$ cat src/rtl/trigger_unit.sv
// Debug trigger unit: a bank of address-match triggers (mcontrol style)
// reachable through CSR accesses and debugger register accesses, reporting
// the lowest-index firing trigger as a one-cycle hit pulse.
module trigger_unit #(
    parameter int NUM_TRIG   = 4,
    parameter int DATA_WIDTH = 32
) (
    input  logic                  cpu_clk,
    input  logic                  cpu_rst,
    input  logic [11:0]           csr_addr,
    input  logic                  csr_rd,
    input  logic                  csr_wr,
    input  logic [1:0]            csr_op,
    input  logic [DATA_WIDTH-1:0] csr_wdata,
    input  logic                  dbg_mode,
    input  logic                  dbg_reg_access,
    input  logic                  dbg_wr1_rd0,
    input  logic [15:0]           dbg_regno,
    input  logic [DATA_WIDTH-1:0] dbg_write_data,
    input  logic                  exec_valid,
    input  logic [DATA_WIDTH-1:0] exec_pc,
    input  logic                  ld_valid,
    input  logic [DATA_WIDTH-1:0] ld_addr,
    input  logic                  st_valid,
    input  logic [DATA_WIDTH-1:0] st_addr,
    output logic                  rd_valid,
    output logic [DATA_WIDTH-1:0] rd_data,
    output logic                  trig_hit,
    output logic                  trig_action,
    output logic [3:0]            trig_index
);

    localparam logic [11:0] ADDR_TSELECT = 12'h7A0;
    localparam logic [11:0] ADDR_TDATA1  = 12'h7A1;
    localparam logic [11:0] ADDR_TDATA2  = 12'h7A2;
    localparam logic [11:0] ADDR_TINFO   = 12'h7A4;

    localparam logic [1:0] OP_WRITE = 2'b00;
    localparam logic [1:0] OP_SET   = 2'b01;
    localparam logic [1:0] OP_CLEAR = 2'b10;

    // Compare an access address against a trigger's tdata2 using its match mode.
    function automatic logic addrCompare(input logic [1:0] mode,
                                         input logic [DATA_WIDTH-1:0] addr,
                                         input logic [DATA_WIDTH-1:0] cmpVal);
        logic result;
        case (mode)
            2'd0:    result = (addr == cmpVal);
            2'd2:    result = (addr >= cmpVal);
            2'd3:    result = (addr < cmpVal);
            default: result = 1'b0;
        endcase
        return result;
    endfunction

    // Architectural state
    logic [3:0]            tselect_q, tselect_d;
    logic [NUM_TRIG-1:0]   dmode_q, dmode_d;
    logic [NUM_TRIG-1:0]   hitb_q, hitb_d;
    logic [NUM_TRIG-1:0]   action_q, action_d;
    logic [NUM_TRIG-1:0]   m_q, m_d;
    logic [NUM_TRIG-1:0]   exec_q, exec_d;
    logic [NUM_TRIG-1:0]   store_q, store_d;
    logic [NUM_TRIG-1:0]   load_q, load_d;
    logic [1:0]            match_q [NUM_TRIG];
    logic [1:0]            match_d [NUM_TRIG];
    logic [DATA_WIDTH-1:0] tdata2_q [NUM_TRIG];
    logic [DATA_WIDTH-1:0] tdata2_d [NUM_TRIG];

    // Output registers
    logic                  rd_valid_q, rd_valid_d;
    logic [DATA_WIDTH-1:0] rd_data_q, rd_data_d;
    logic                  trig_hit_q, trig_hit_d;
    logic                  trig_action_q, trig_action_d;
    logic [3:0]            trig_index_q, trig_index_d;

    // Resolved access
    logic                  accFromDbg;
    logic                  accRd;
    logic                  accWr;
    logic [11:0]           accAddr;
    logic [1:0]            accOp;
    logic [DATA_WIDTH-1:0] accWdata;

    logic [NUM_TRIG-1:0]   selVec;
    logic [31:0]           curTdata1;
    logic [DATA_WIDTH-1:0] curTdata2;
    logic                  selDmode;
    logic [DATA_WIDTH-1:0] curVal;
    logic [DATA_WIDTH-1:0] rdVal;
    logic [DATA_WIDTH-1:0] newVal;
    logic                  wrEn;
    logic                  wrTselect;
    logic                  wrTdata1;
    logic                  wrTdata2;
    logic [NUM_TRIG-1:0]   fire;

    // Pick the winning access: an in-range debugger access replaces any CSR access.
    always_comb begin
        accFromDbg = dbg_reg_access && (dbg_regno[15:12] == 4'h0);
        if (accFromDbg) begin
            accAddr  = dbg_regno[11:0];
            accRd    = !dbg_wr1_rd0;
            accWr    = dbg_wr1_rd0;
            accOp    = OP_WRITE;
            accWdata = dbg_write_data;
        end else begin
            accAddr  = csr_addr;
            accRd    = csr_rd;
            accWr    = csr_wr;
            accOp    = csr_op;
            accWdata = csr_wdata;
        end
    end

    // Current register values of the selected trigger, read data and write data.
    always_comb begin
        curTdata1 = 32'h0;
        curTdata2 = '0;
        selDmode  = 1'b0;
        for (int i = 0; i < NUM_TRIG; i++) begin
            selVec[i] = (tselect_q == 4'(i));
            if (selVec[i]) begin
                curTdata1 = {4'h2, dmode_q[i], 6'b0, hitb_q[i], 4'b0,
                             3'b0, action_q[i], 1'b0, 2'b0, match_q[i],
                             m_q[i], 3'b0, exec_q[i], store_q[i], load_q[i]};
                curTdata2 = tdata2_q[i];
                selDmode  = dmode_q[i];
            end
        end

        case (accAddr)
            ADDR_TSELECT: curVal = DATA_WIDTH'(tselect_q);
            ADDR_TDATA1:  curVal = DATA_WIDTH'(curTdata1);
            ADDR_TDATA2:  curVal = curTdata2;
            default:      curVal = '0;
        endcase
        rdVal = (accAddr == ADDR_TINFO) ? DATA_WIDTH'(32'h4) : curVal;

        case (accOp)
            OP_SET:   newVal = curVal | accWdata;
            OP_CLEAR: newVal = curVal & ~accWdata;
            default:  newVal = accWdata;
        endcase

        // A dmode trigger is only writable from debug mode or by the debugger.
        wrEn      = accWr && (accOp != 2'b11);
        wrTselect = wrEn && (accAddr == ADDR_TSELECT);
        wrTdata1  = wrEn && (accAddr == ADDR_TDATA1) && !(selDmode && !dbg_mode && !accFromDbg);
        wrTdata2  = wrEn && (accAddr == ADDR_TDATA2) && !(selDmode && !dbg_mode && !accFromDbg);
    end

    // Evaluate every trigger against the three match sources this cycle.
    always_comb begin
        for (int i = 0; i < NUM_TRIG; i++) begin
            fire[i] = m_q[i] && !dbg_mode &&
                      ((exec_q[i]  && exec_valid && addrCompare(match_q[i], exec_pc, tdata2_q[i])) ||
                       (load_q[i]  && ld_valid   && addrCompare(match_q[i], ld_addr, tdata2_q[i])) ||
                       (store_q[i] && st_valid   && addrCompare(match_q[i], st_addr, tdata2_q[i])));
        end
    end

    // Next-state for the register file: legalised writes win over hit updates.
    always_comb begin
        tselect_d = tselect_q;
        if (wrTselect && (newVal < DATA_WIDTH'(NUM_TRIG))) begin
            tselect_d = newVal[3:0];
        end
        dmode_d  = dmode_q;
        hitb_d   = hitb_q;
        action_d = action_q;
        m_d      = m_q;
        exec_d   = exec_q;
        store_d  = store_q;
        load_d   = load_q;
        for (int i = 0; i < NUM_TRIG; i++) begin
            match_d[i]  = match_q[i];
            tdata2_d[i] = tdata2_q[i];
            if (wrTdata1 && selVec[i]) begin
                dmode_d[i]  = newVal[27];
                hitb_d[i]   = newVal[20];
                action_d[i] = newVal[27] && (newVal[15:12] == 4'h1);
                case (newVal[10:7])
                    4'd2:    match_d[i] = 2'd2;
                    4'd3:    match_d[i] = 2'd3;
                    default: match_d[i] = 2'd0;
                endcase
                m_d[i]     = newVal[6];
                exec_d[i]  = newVal[2];
                store_d[i] = newVal[1];
                load_d[i]  = newVal[0];
            end else if (fire[i]) begin
                hitb_d[i] = 1'b1;
            end
            if (wrTdata2 && selVec[i]) begin
                tdata2_d[i] = newVal;
            end
        end
    end

    // Next-state for the read port and the hit report (lowest index wins).
    always_comb begin
        rd_valid_d    = accRd;
        rd_data_d     = accRd ? rdVal : rd_data_q;
        trig_hit_d    = |fire;
        trig_index_d  = 4'h0;
        trig_action_d = 1'b0;
        for (int i = NUM_TRIG - 1; i >= 0; i--) begin
            if (fire[i]) begin
                trig_index_d  = 4'(i);
                trig_action_d = action_q[i];
            end
        end
    end

    // State register with synchronous reset taking priority over everything.
    always_ff @(posedge cpu_clk) begin
        if (cpu_rst) begin
            tselect_q     <= '0;
            dmode_q       <= '0;
            hitb_q        <= '0;
            action_q      <= '0;
            m_q           <= '0;
            exec_q        <= '0;
            store_q       <= '0;
            load_q        <= '0;
            for (int i = 0; i < NUM_TRIG; i++) begin
                match_q[i]  <= '0;
                tdata2_q[i] <= '0;
            end
            rd_valid_q    <= 1'b0;
            rd_data_q     <= '0;
            trig_hit_q    <= 1'b0;
            trig_action_q <= 1'b0;
            trig_index_q  <= 4'h0;
        end else begin
            tselect_q     <= tselect_d;
            dmode_q       <= dmode_d;
            hitb_q        <= hitb_d;
            action_q      <= action_d;
            m_q           <= m_d;
            exec_q        <= exec_d;
            store_q       <= store_d;
            load_q        <= load_d;
            for (int i = 0; i < NUM_TRIG; i++) begin
                match_q[i]  <= match_d[i];
                tdata2_q[i] <= tdata2_d[i];
            end
            rd_valid_q    <= rd_valid_d;
            rd_data_q     <= rd_data_d;
            trig_hit_q    <= trig_hit_d;
            trig_action_q <= trig_action_d;
            trig_index_q  <= trig_index_d;
        end
    end

    // A hit pulse already registered is suppressed while reset is asserted.
    assign trig_hit    = trig_hit_q && !cpu_rst;
    assign trig_action = trig_action_q && !cpu_rst;
    assign trig_index  = cpu_rst ? 4'h0 : trig_index_q;
    assign rd_valid    = rd_valid_q;
    assign rd_data     = rd_data_q;

endmodule

$ cat config.mk
export PLATFORM = sky130hd
export DESIGN_NAME = trigger_unit
export DESIGN_NICKNAME = d
export VERILOG_FILES = /design/src/rtl/trigger_unit.sv
export SDC_FILE = /design/constraint.sdc
export NUM_CORES = 1
export LEC_CHECK = 0
export CELL_PAD_IN_SITES_DETAIL_PLACEMENT = 1
export CELL_PAD_IN_SITES_GLOBAL_PLACEMENT = 2
export CORE_AREA = 2 2 251 253
export CTS_CLUSTER_DIAMETER = 30
export DETAILED_ROUTE_END_ITERATION = 12
export DIE_AREA = 0 0 253 255
export GPL_TIMING_DRIVEN = 0
export MAX_ROUTING_LAYER = met4
export PLACE_DENSITY = 0.86
export SLEW_MARGIN = 20
export SYNTH_ARGS = -nofsm -noshare
export SYNTH_HDL_FRONTEND = slang
export SYNTH_SLANG_ARGS = --single-unit
$ cat constraint.sdc
create_clock -name cpu_clk -period 3.9 [get_ports cpu_clk]
set_input_delay 0.39 -clock cpu_clk [delete_from_list [all_inputs] [get_ports cpu_clk]]
set_output_delay 0.39 -clock cpu_clk [all_outputs]
set_load 0.02 [all_outputs]
==> impl_results.md, run 1 <==
- Status: finished with violations
- Final WL: between 90 and 100 mm
- Hold Path End: tselect_q[1]$_SDFFE_PP0P_
- CP Capture Type: flip-flop
- Post-Syn Instances: about 2,400
- Post-layout util: 39.6%
- Number of DRC markers in iteration 0: ~1,700
- Hold buffers post-CTS: 0
- Count leader, synth: ha_1
- Insertion delay to the later sink of the worst-skew pair: 570 ps
- Largest family of logic cells by synthesized area: adder cells
- Tcrit/Tclk final: 101%
- Post-synth EDFFs: 0
- Multi-input gate area: about 14,000 um2
- DRC: 0
- Detailed Place HPWL: between 80 and 90 mm
- Max-cap violations: 0
- Fin Setup TNS: -45.9 ps
- Ys async rst share: 0%
- Seq/Total Area, Yosys: approximately 22%
- WP data required: around 4300 ps
- Post-Synth XOR/XNOR Area: less than 1%
- Top reg by flops: tdata2_q
- F_max: between 0.2 and 0.3 GHz
- Area leader, netlist: ha_1
- Rows: between 90 and 100
- Ratio of cells with drive above 1 in the final layout: 9.71%
- Synth warnings: 0
- Kind of start point of the critical path: flip-flop
- Routability cong.: 1.00
- Number of synthesized register bits: 205
- IO Port Bufs: 234
- Multiplexer area fraction after synthesis: between 5 and 6%
- Synth Area per Inst: roughly 7.9 um2
- Reg2Reg Depth: 11
- GRT Total Usage: between 30% and 40%
- CTS tree: done
- FF/Latch Area: around 4100 um2
- Number of nets in the layout: between 3,000 and 4,000
- Final Max Tran Viols: 0
- Total CTS buffers: 48
- Cell variety after synth: 90
- Synth area leaders: ha_1 26%, dfxtp_1 22%, a21oi_1 8.4%
- Synthesized cell area: approximately 19,000 um2
- Reg-to-reg endpoint: trig_action_q$_SDFF_PP0_
- VDD IR-drop max: just over 0.3 mV
- Worst EP arrival: about 4400 ps
- Rel. slew slack: a little over an eighth
- Compound-Gate Fraction of Synth Area: 20.5%
- Antenna violations before repair: 0
- Worst-path fanout max: 3
- Layout area overhead: 29.8%
- Primary FF master, synth: dfxtp_1
- Pwr Density: just over 300 nW/um2
- ANT nets after route: 0
- Final setup margin: -43.2 ps
- Core area: a little over 60,000 um2
- Min-delay src: cpu_rst
- Share of the synthesized area in the top cell type: 25.5%
- # setup viols final: 2
- Vias in the first global route: ~22,000
- Hold path cells: 3
- H-tree levels: 2
- I/O pins: 239
- Violated checks: setup timing
- Endpoints failing hold: 0
- Full die area: 64,500 um2
- Register-to-register setup slack: -40 ps
- Simple-gate area share of the yosys netlist: 21.0%
- Worst r2r src: tdata2_q[1][26]$_SDFFE_PP0P_
- Reg clk slew, reported paths: about 50 ps
- Via Count: roughly 21,000
- Clock Skew: ~28 ps
- Hold Crit Class: in -> reg
- GRT overflow: 0
- Initial Util: slightly above 30%
- Synth Area in Adders: ~26%
- Top cells by count, synth: 387 x ha_1, 317 x a21oi_1, 315 x nand2_1
- Largest net degree at the start of global routing: 20
- Initial DRT Pass Iterations: 5
- First-pass GRT wire length: 142 mm
- Fillers: around 7,400
- Vias/cell: a little under 6
- Number of flip-flops in the largest register: approximately 130
- CTS max path bufs: 3
- Die width: 253 um
- CTS Root Cell: clkbuf_16
- Fin crit period: between 3000 and 4000 ps
- Clock Sinks: between 200 and 250
- CP Class: reg -> reg
- Die Ht: about 260 um
- Pleak: approximately 9 nW
- DR WL/cell: ~28 um
- Worst-margin pin slew: between 1000 and 1500 ps
## report_power, final
group	switching [W]	internal [W]
clock	0.00141	0.00285
combinational	0.000773	0.000516
sequential	0.000000623	0.00210
## cells by family after synthesis
kind of cell | after synthesis
AO/OA/AOI/OAI | 625
XOR/XNOR | 5
adder cells (fa/ha/maj) | 387
buffers and inverters | 252
flip-flops | 205
multiplexers | 90
other | 1
AND/OR/NAND/NOR | 837
## layer usage
layer	routed length, um	share of wire [%]	global-route usage (%)	up-vias
li1	-	-	-	9415
met1	40800	41	37.2	10500
met2	46600	47	50.9	804
met4	5970	6.0	15.6	0
met3	5750	5.8	3.19	242
met5	0	0	-	-
## area by class of cell
cell class	count	area share [%]
sequential	205	16.7
buffer	90	1.73
antenna	1	0.0102
clock buffer	57	5.26
clock inverter	32	1.71
inverter	159	2.43
timing repair buffer	241	9.72
tap	799	4.06
multi-input combinational	1946	58.4
## worst max path at each step
| stage | end | depth (start not counted) | from | slack, ps |
|---|---|---|---|---|
| 2_1_floorplan | tselect_q[0]$_SDFFE_PP0P_ | 16 | dbg_regno[12] | 2 |
| 3_3_place_gp | tselect_q[0]$_SDFFE_PP0P_ | 15 | dbg_regno[12] | -1660 |
| 3_5_place_dp | tselect_q[0]$_SDFFE_PP0P_ | 15 | dbg_regno[12] | -1850 |
| 4_1_cts | action_q[3]$_SDFFE_PP0P_ | 13 | tselect_q[0]$_SDFFE_PP0P_ | 0.5 |
| 5_1_grt | trig_action_q$_SDFF_PP0_ | 12 | tdata2_q[2][31]$_SDFFE_PP0P_ | -30 |
| 6_report | trig_action_q$_SDFF_PP0_ | 11 | tdata2_q[1][26]$_SDFFE_PP0P_ | -40 |
## metrics by stage
| stage | power (W) | cells | setup WS (ps) | hold slack (ps) | area [um2] |
|---|---|---|---|---|---|
| detailed placement | 0.00334 | 3437 | -1850 | 445 | 22400 |
| floorplan | 0.00273 | 2403 | 2.00 | 432 | 19000 |
| global placement | 0.00327 | 3436 | -1660 | 438 | 22300 |
| CTS | 0.00762 | 3529 | 0.549 | 331 | 24500 |
| global route | 0.00788 | 3529 | -30.8 | 381 | 24600 |
| finish | 0.00766 | 3530 | -43.2 | 346 | 24600 |
## critical path, cell delays in order, from the launching register on
cell and delay [ps]:
dfxtp_1 360, inv_1 120, ha_1 330, nand4_1 240
or3_1 520, nor4_2 690, a2111o_1 410, o21ai_0 140
a31oi_1 420, a21oi_1 190, a41oi_1 240, o21ai_0 120
## repair_timing
item                                   4_1_cts  5_1_grt
setup endpoints to repair                  167       59
endpoints found under the hold margin        0        0
pin swaps                                    4        2
buffers inserted                             6        0
gates cloned                                 0        0
resized for setup                           78       32
## layout by cell type (no fill, tap or decap), types with 9 or more instances in the layout
master,n
mux4_2,16
nand2_1,314
a21o_1,49
o22ai_1,11
clkbuf_1,58
a221oi_1,14
o211ai_1,21
mux2_2,9
buf_2,15
ha_1,386
mux2i_1,64
clkdlybuf4s50_1,234
a21oi_1,301
nor2_1,212
a22oi_1,26
inv_1,158
nor4_1,19
nand3_1,51
nand2b_1,10
a21oi_4,9
o221ai_1,10
clkbuf_2,10
and2_1,22
nor4_2,10
nor3_1,25
nor2b_1,16
buf_4,9
a211oi_1,18
nand4_1,77
dfxtp_1,204
clkbuf_16,48
a31oi_1,10
o21ai_0,53
a21oi_2,11
(Power assumes the default switching activity.)
==> run 2: changes to the inputs <==
--- a/config.mk
+++ b/config.mk
@@ -8,6 +8,7 @@
 export CELL_PAD_IN_SITES_DETAIL_PLACEMENT = 1
 export CELL_PAD_IN_SITES_GLOBAL_PLACEMENT = 2
 export CORE_AREA = 2 2 251 253
+export CTS_BUF_LIST = sky130_fd_sc_hd__clkbuf_16
 export CTS_CLUSTER_DIAMETER = 30
 export DETAILED_ROUTE_END_ITERATION = 12
 export DIE_AREA = 0 0 253 255
==> run 2 against run 1 <==
  * The flow now finishes without violations
  * Routed wire length about the same
  * Register-to-register slack better by 50 ps
  * Highest routed layer unchanged
  * Design area down 0.37%
  * First-iteration DRC count down 5.7%
  * Worst setup slack better by 47 ps
  * Hold slack better by 39 ps
  * Non-clock buffer count up 2
  * Largest cell class unchanged
==> impl_results.md, run 2 (synthesis gave the netlist of run 1 again) <==
- Final Max Tran Viols: 0 (unchanged)
- Insertion delay to the later sink of the worst-skew pair: 570 ps (about the same)
- Reg power frac: 27.9% (+0.5 points)
- Clock Skew: 26.3 ps (-2.12 ps)
- Comb power frac: 17.1% (+0.3 points)
- CTS max path bufs: 3 (unchanged)
- Clock network power share: 55.0% (-0.7 points)
- ANT nets after route: 0 (unchanged)
- Initial Util: 30.5% (unchanged)
- Full die area: 64,500 um2 (unchanged)
- Die Ht: 255 um (unchanged)
- Number of nets in the layout: 3,280 (+0.061%)
- Rows: 92 (unchanged)
- Core area: 62,200 um2 (unchanged)
- GRT overflow: 0 (unchanged)
- Highest-delay cell along the critical path: nor4_2
- Setup crit end: trig_action_q$_SDFF_PP0_
- Vias/cell: 5.94 (about the same)
- Worst r2r src: tdata2_q[1][26]$_SDFFE_PP0P_
- VDD IR-drop max: 0.308 mV (about the same)
- Internal: 0.00534 W (-2.3%)
- Endpoints failing hold: 0 (unchanged)
- Initial DRT Pass Iterations: 7 (+2)
- Die width: 253 um (unchanged)
- CP Class: reg -> reg
- Most used cell, CP: o21ai_0
- DRC: 0 (unchanged)
- Worst hold margin: 386 ps (+39.1 ps)
- Clock Sinks: 205 (unchanged)
- H-tree levels: 2 (unchanged)
- Hold buffers post-CTS: 0 (unchanged)
- WP data required: 4330 ps (about the same)
- Status: finished, final reports clean
- Antenna violations before repair: 0 (unchanged)
- Final WL: 99.1 mm (about the same)
- Register-to-register setup slack: 4 ps (+50 ps)
- DR WL/cell: 28.0 um (-0.15%)
- Pleak: 9.13 nW (-0.39%)
- Reg-to-reg endpoint: trig_action_q$_SDFF_PP0_
- CP bufs+invs: 1 (unchanged)
- CTS Root Cell: clkbuf_16
- Total CTS buffers: 48 (unchanged)
- Via Count: 21,000 (+0.16%)
- Number of flip-flops in the largest register: 128 (unchanged)
- Pwr Density: 307 nW/um2 (-1.3%)
- Min-delay src: cpu_rst
- IO Port Bufs: 234 (unchanged)
- Worst EP arrival: 4320 ps (-40 ps)
- Top reg by flops: tdata2_q
- Sw Share: 29.0% (+0.50 points)
- Worst path cell trace: inv_1 -> ha_1 -> nand4_1 -> or3_1 -> nor4_2 -> a2111o_1 -> o21ai_0 -> a31oi_1 -> a21oi_1 -> a41oi_1 -> o21ai_0
- First-pass GRT wire length: 142 mm (-0.20%)
- Tcrit/Tclk final: 99.9% (-1.2 points)
- # setup viols final: 0 (-2)
- Reg clk slew, reported paths: 60 ps (about the same)
- Kind of start point of the critical path: flip-flop
- Max-cap violations: 0 (unchanged)
- Most frequent cells in the layout: 386 x ha_1, 314 x nand2_1, 301 x a21oi_1, 234 x clkdlybuf4s50_1, 212 x nor2_1
- Reg2Reg Depth: 11 (unchanged)
- Worst-path fanout max: 3 (unchanged)
- I/O pins: 239 (unchanged)
- F_max: 0.257 GHz (+1.2%)
- Hold Crit Class: in -> reg
- Layout area overhead: 29.3%
- CP Capture Type: flip-flop
- Delay-heaviest family, CP: compound AO/OA/AOI/OAI gates
- GRT Total Usage: 30.7% (about the same)
- Post-layout util: 39.5% (-0.15 points)
- Detailed Place HPWL: 81.5 mm (unchanged)
- Largest net degree at the start of global routing: 20 (unchanged)
- Critical path startpoint: tdata2_q[1][26]$_SDFFE_PP0P_
- Fin crit period: 3900 ps (-46.8 ps)
- Vias in the first global route: 21,600 (-0.29%)
- Rel. slew slack: 12.5% (-1.1 points)
- Critical path depth in cells: 11 (unchanged)
- Ratio of cells with drive above 1 in the final layout: 9.41% (-0.30 points)
- Most common cell after layout, fill and taps aside: ha_1
- Worst-margin pin slew: 1300 ps (+16.9 ps)
- Number of DRC markers in iteration 0: 1,597 (-5.7%)
- Switching power: 0.00219 W (+0.11%)
- Slowest stage delay, CP: 670 ps (-20 ps)
- CTS tree: done
- Routability cong.: 1.00 (unchanged)
-- run 2: worst register-to-register path: cells and delay by family (launching register included) --
family                   cells  cell delay (ps)
AND/OR/NAND/NOR              3             1440
buffers and inverters        1              110
AO/OA/AOI/OAI                6             1520
adder cells (fa/ha/maj)      1              340
flip-flops                   1              350
-- run 2: layout make-up --
class	count	area [um2]
timing repair buffer	243	2410
antenna	2	5.00
multi-input combinational	1946	14300
clock buffer	48	1200
clock inverter	41	455
tap	799	1000
fill	7427	37600
sequential	205	4110
buffer	90	422
inverter	159	598
-- run 2: worst min path at each step --
stage	cells after the start	endpoint	slack, ps
after floorplan	2	tdata2_q[0][13]$_SDFFE_PP0P_	430
after global placement	2	tdata2_q[3][31]$_SDFFE_PP0P_	440
after detailed placement	2	tdata2_q[0][14]$_SDFFE_PP0P_	450
after CTS	3	tselect_q[1]$_SDFFE_PP0P_	330
after global routing	3	tselect_q[1]$_SDFFE_PP0P_	400
final	3	tselect_q[1]$_SDFFE_PP0P_	390
-- run 2: what timing repair did --
| item | in CTS | in global routing |
|---|---|---|
| endpoints found under the hold margin | 0 | 0 |
| endpoints found under the setup margin | 167 | 64 |
| gates resized for setup | 72 | 32 |
| gates cloned | 0 | 0 |
| pin swaps | 5 | 2 |
| setup buffers | 8 | 0 |
-- run 2: per-layer routing --
metal	global-route usage, %	up-vias	routed length (um)
met1	37.1	10600	40800
li1	-	9424	-
met3	3.40	218	5710
met2	51.0	808	46900
met5	-	-	0
met4	15.2	0	5690
-- run 2: power groups by stage --
stage,sequential [W],clock [W],combinational (W)
2_1_floorplan,0.00214,0,0.000585
3_3_place_gp,0.00214,0,0.00113
3_5_place_dp,0.00214,0,0.00120
4_1_cts,0.00210,0.00414,0.00125
5_1_grt,0.00210,0.00427,0.00138
6_report,0.00210,0.00414,0.00129
-- run 2: stage by stage --
stage | cell area [um2] | worst slack (ps) | instances | power, W | setup TNS, ps
after floorplan | 19000 | 2.00 | 2403 | 0.00273 | 0
after global placement | 22300 | -1660 | 3436 | 0.00327 | -154200
after detailed placement | 22400 | -1850 | 3437 | 0.00334 | -173200
after CTS | 24400 | 2.41 | 3531 | 0.00750 | 0
after global routing | 24500 | -26.2 | 3531 | 0.00775 | -37.1
final | 24500 | 3.66 | 3533 | 0.00753 | 0
==> run 3: changes to the inputs <==
--- a/config.mk
+++ b/config.mk
@@ -15,6 +15,7 @@
 export GPL_TIMING_DRIVEN = 0
 export MAX_ROUTING_LAYER = met4
 export PLACE_DENSITY = 0.86
+export RECOVER_POWER = 25
 export SLEW_MARGIN = 20
 export SYNTH_ARGS = -nofsm -noshare
 export SYNTH_HDL_FRONTEND = slang
==> run 3 against run 2 <==
  * Die area stayed put
  * Highest routed layer unchanged
  * Clock-buffer cell count stayed put
  * Critical endpoint unchanged
  * Maximum frequency hardly changed
  * Via count hardly changed
  * Design area stayed put
  * Routed wire length hardly changed
  * Register-to-register slack hardly changed
  * Global-route usage stayed put
  * Clock skew is 0.61 ps lower
  * Combinational power hardly changed
  * Power hardly changed
  * Non-clock buffer count stayed put
==> impl_results.md, run 3 (synthesis gave the netlist of run 1 again) <==
- Dpl ws: -1850 ps (unchanged)
- Hold path cells: 3 (unchanged)
- Rel. slew slack: 12.5% (unchanged)
- CTS tree: done
- Detailed Place HPWL: 81.5 mm (unchanged)
- Number of flip-flops in the largest register: 128 (unchanged)
- Worst-path fanout max: 3 (unchanged)
- F_max: 0.257 GHz (about the same)
- Slowest stage delay, CP: 660 ps (about the same)
- GRT Total Usage: 30.7% (unchanged)
- CP Capture Type: flip-flop
- Worst path cell trace: inv_1 -> ha_1 -> nand4_1 -> or3_1 -> nor4_2 -> a2111o_1 -> o21ai_0 -> a31oi_1 -> a21oi_1 -> a41oi_1 -> o21ai_0
- CTS max path bufs: 3 (unchanged)
- Status: finished, final reports clean
- GRT overflow: 0 (unchanged)
- Layout area overhead: 29.3% (unchanged)
- H-tree levels: 2 (unchanged)
- Most frequent cells in the layout: 386 x ha_1, 314 x nand2_1, 301 x a21oi_1, 212 x nor2_1, 204 x dfxtp_1
- Pwr Density: 307 nW/um2 (about the same)
- Initial Util: 30.5% (unchanged)
- ANT nets after route: 0 (unchanged)
- Final Max Tran Viols: 0 (unchanged)
- CP bufs+invs: 1 (unchanged)
- Reg clk slew, reported paths: 60 ps (about the same)
- Total chip power: 0.00753 W (about the same)
- CP Class: reg -> reg
- Reg2Reg Depth: 11 (unchanged)
- Die width: 253 um (unchanged)
- Most common cell after layout, fill and taps aside: ha_1
- Ratio of cells with drive above 1 in the final layout: 9.41% (unchanged)
- Critical path depth in cells: 11 (unchanged)
- Highest-delay cell along the critical path: nor4_2
- Worst hold margin: 387 ps (+1.93 ps)
- Pleak: 9.26 nW (+1.4%)
- Vias/cell: 5.94 (about the same)
- Total CTS buffers: 48 (unchanged)
- Kind of start point of the critical path: flip-flop
- Full die area: 64,500 um2 (unchanged)
- Endpoints failing hold: 0 (unchanged)
- Worst-margin pin slew: 1300 ps (unchanged)
- Largest net degree at the start of global routing: 20 (unchanged)
- Fillers: 7,427 (unchanged)
- Delay-heaviest family, CP: compound AO/OA/AOI/OAI gates
- Post-placement cell count: 3,437 (unchanged)
- DRC: 0 (unchanged)
- Core area: 62,200 um2 (unchanged)
- Hold Crit Class: in -> reg
- WP data required: 4320 ps (about the same)
- Hold buffers post-CTS: 0 (unchanged)
- Max-cap violations: 0 (unchanged)
- VDD IR-drop max: 0.308 mV (+0.18%)
- CTS Root Cell: clkbuf_16
- Antenna violations before repair: 0 (unchanged)
- Initial DRT Pass Iterations: 7 (unchanged)
- # setup viols final: 0 (unchanged)
- I/O pins: 239 (unchanged)
- Fin crit period: 3900 ps (+1.23 ps)
- Rows: 92 (unchanged)
- IO Port Bufs: 234 (unchanged)
- Top reg by flops: tdata2_q
- Vias in the first global route: 21,600 (unchanged)
- Fin Setup TNS: 0 ps (unchanged)
- Most used cell, CP: o21ai_0
- Clock Skew: 25.7 ps (-0.606 ps)
- Final setup margin: 2.43 ps (-1.23 ps)
- DR WL/cell: 28.0 um (about the same)
- Insertion delay to the later sink of the worst-skew pair: 560 ps (about the same)
- Fin cells: 3,533 (unchanged)
- First-pass GRT wire length: 142 mm (unchanged)
- Via Count: 21,000 (-0.067%)
- Worst EP arrival: 4320 ps (about the same)
- Number of DRC markers in iteration 0: 1,604 (+0.44%)
- Final WL: 99.1 mm (about the same)
- Clock Sinks: 205 (unchanged)
- Tcrit/Tclk final: 99.9% (about the same)
- Die Ht: 255 um (unchanged)
- Routability cong.: 1.00 (unchanged)
- Number of nets in the layout: 3,280 (unchanged)
-- run 3: cell count changes in the layout (fill, tap and decap cells not counted), sizes merged --
| cell | change |
|---|---|
| clkdlybuf4s50 | -37 |
| dlygate4sd3 | +37 |
-- run 3: repair_timing --
action	CTS	global route
pin swaps	5	2
endpoints found under the setup margin	167	64
setup buffers	8	0
gates resized for setup	72	32
cloned	0	0
-- run 3: cell type report --
class / count / area, um2 / area share [%]
inverter: 159 / 598 / 2.44
buffer: 90 / 422 / 1.72
clock inverter: 41 / 455 / 1.86
clock buffer: 48 / 1200 / 4.90
tap: 799 / 1000 / 4.08
multi-input combinational: 1946 / 14300 / 58.4
timing repair buffer: 243 / 2410 / 9.82
sequential: 205 / 4110 / 16.7
antenna: 2 / 5.00 / 0.0204
-- run 3: path summary, 6_finish.rpt --
path                                              startpoint                           end  slack, ps
worst max-delay path            tdata2_q[1][26]$_SDFFE_PP0P_      trig_action_q$_SDFF_PP0_          2
worst min-delay path                                 cpu_rst     tselect_q[1]$_SDFFE_PP0P_        390
worst max register to register  tdata2_q[1][26]$_SDFFE_PP0P_      trig_action_q$_SDFF_PP0_          2
worst min register to register  tdata2_q[0][13]$_SDFFE_PP0P_  tdata2_q[0][13]$_SDFFE_PP0P_        450
-- run 3: per-stage QoR --
stage,area (um2),utilization [%]
2_1_floorplan,19000,-
3_3_place_gp,22300,35.9
3_5_place_dp,22400,36.0
4_1_cts,24400,39.3
5_1_grt,24500,39.4
6_report,24500,39.5
-- run 3: tightest hold or removal path, cell delays in order --
cell and delay, ps:
clkbuf_1 160, a211oi_1 230, a41o_1 130
-- run 3: metal layers --
layer | wire [um] | GRT usage [%] | part of all wire (%) | vias to the layer above
met5 | 0 | - | 0 | -
li1 | - | - | - | 9423
met2 | 47000 | 51.0 | 47 | 822
met1 | 40700 | 37.1 | 41 | 10500
met4 | 5680 | 15.2 | 5.7 | 0
met3 | 5790 | 3.40 | 5.8 | 214
-- run 3: power by group --
group	internal [W]	switching (W)	leakage, nW
logic	0.000516	0.000771	6.80
clock network	0.00273	0.00141	0.803
registers	0.00210	0.000000552	1.65
total	0.00534	0.00219	9.26
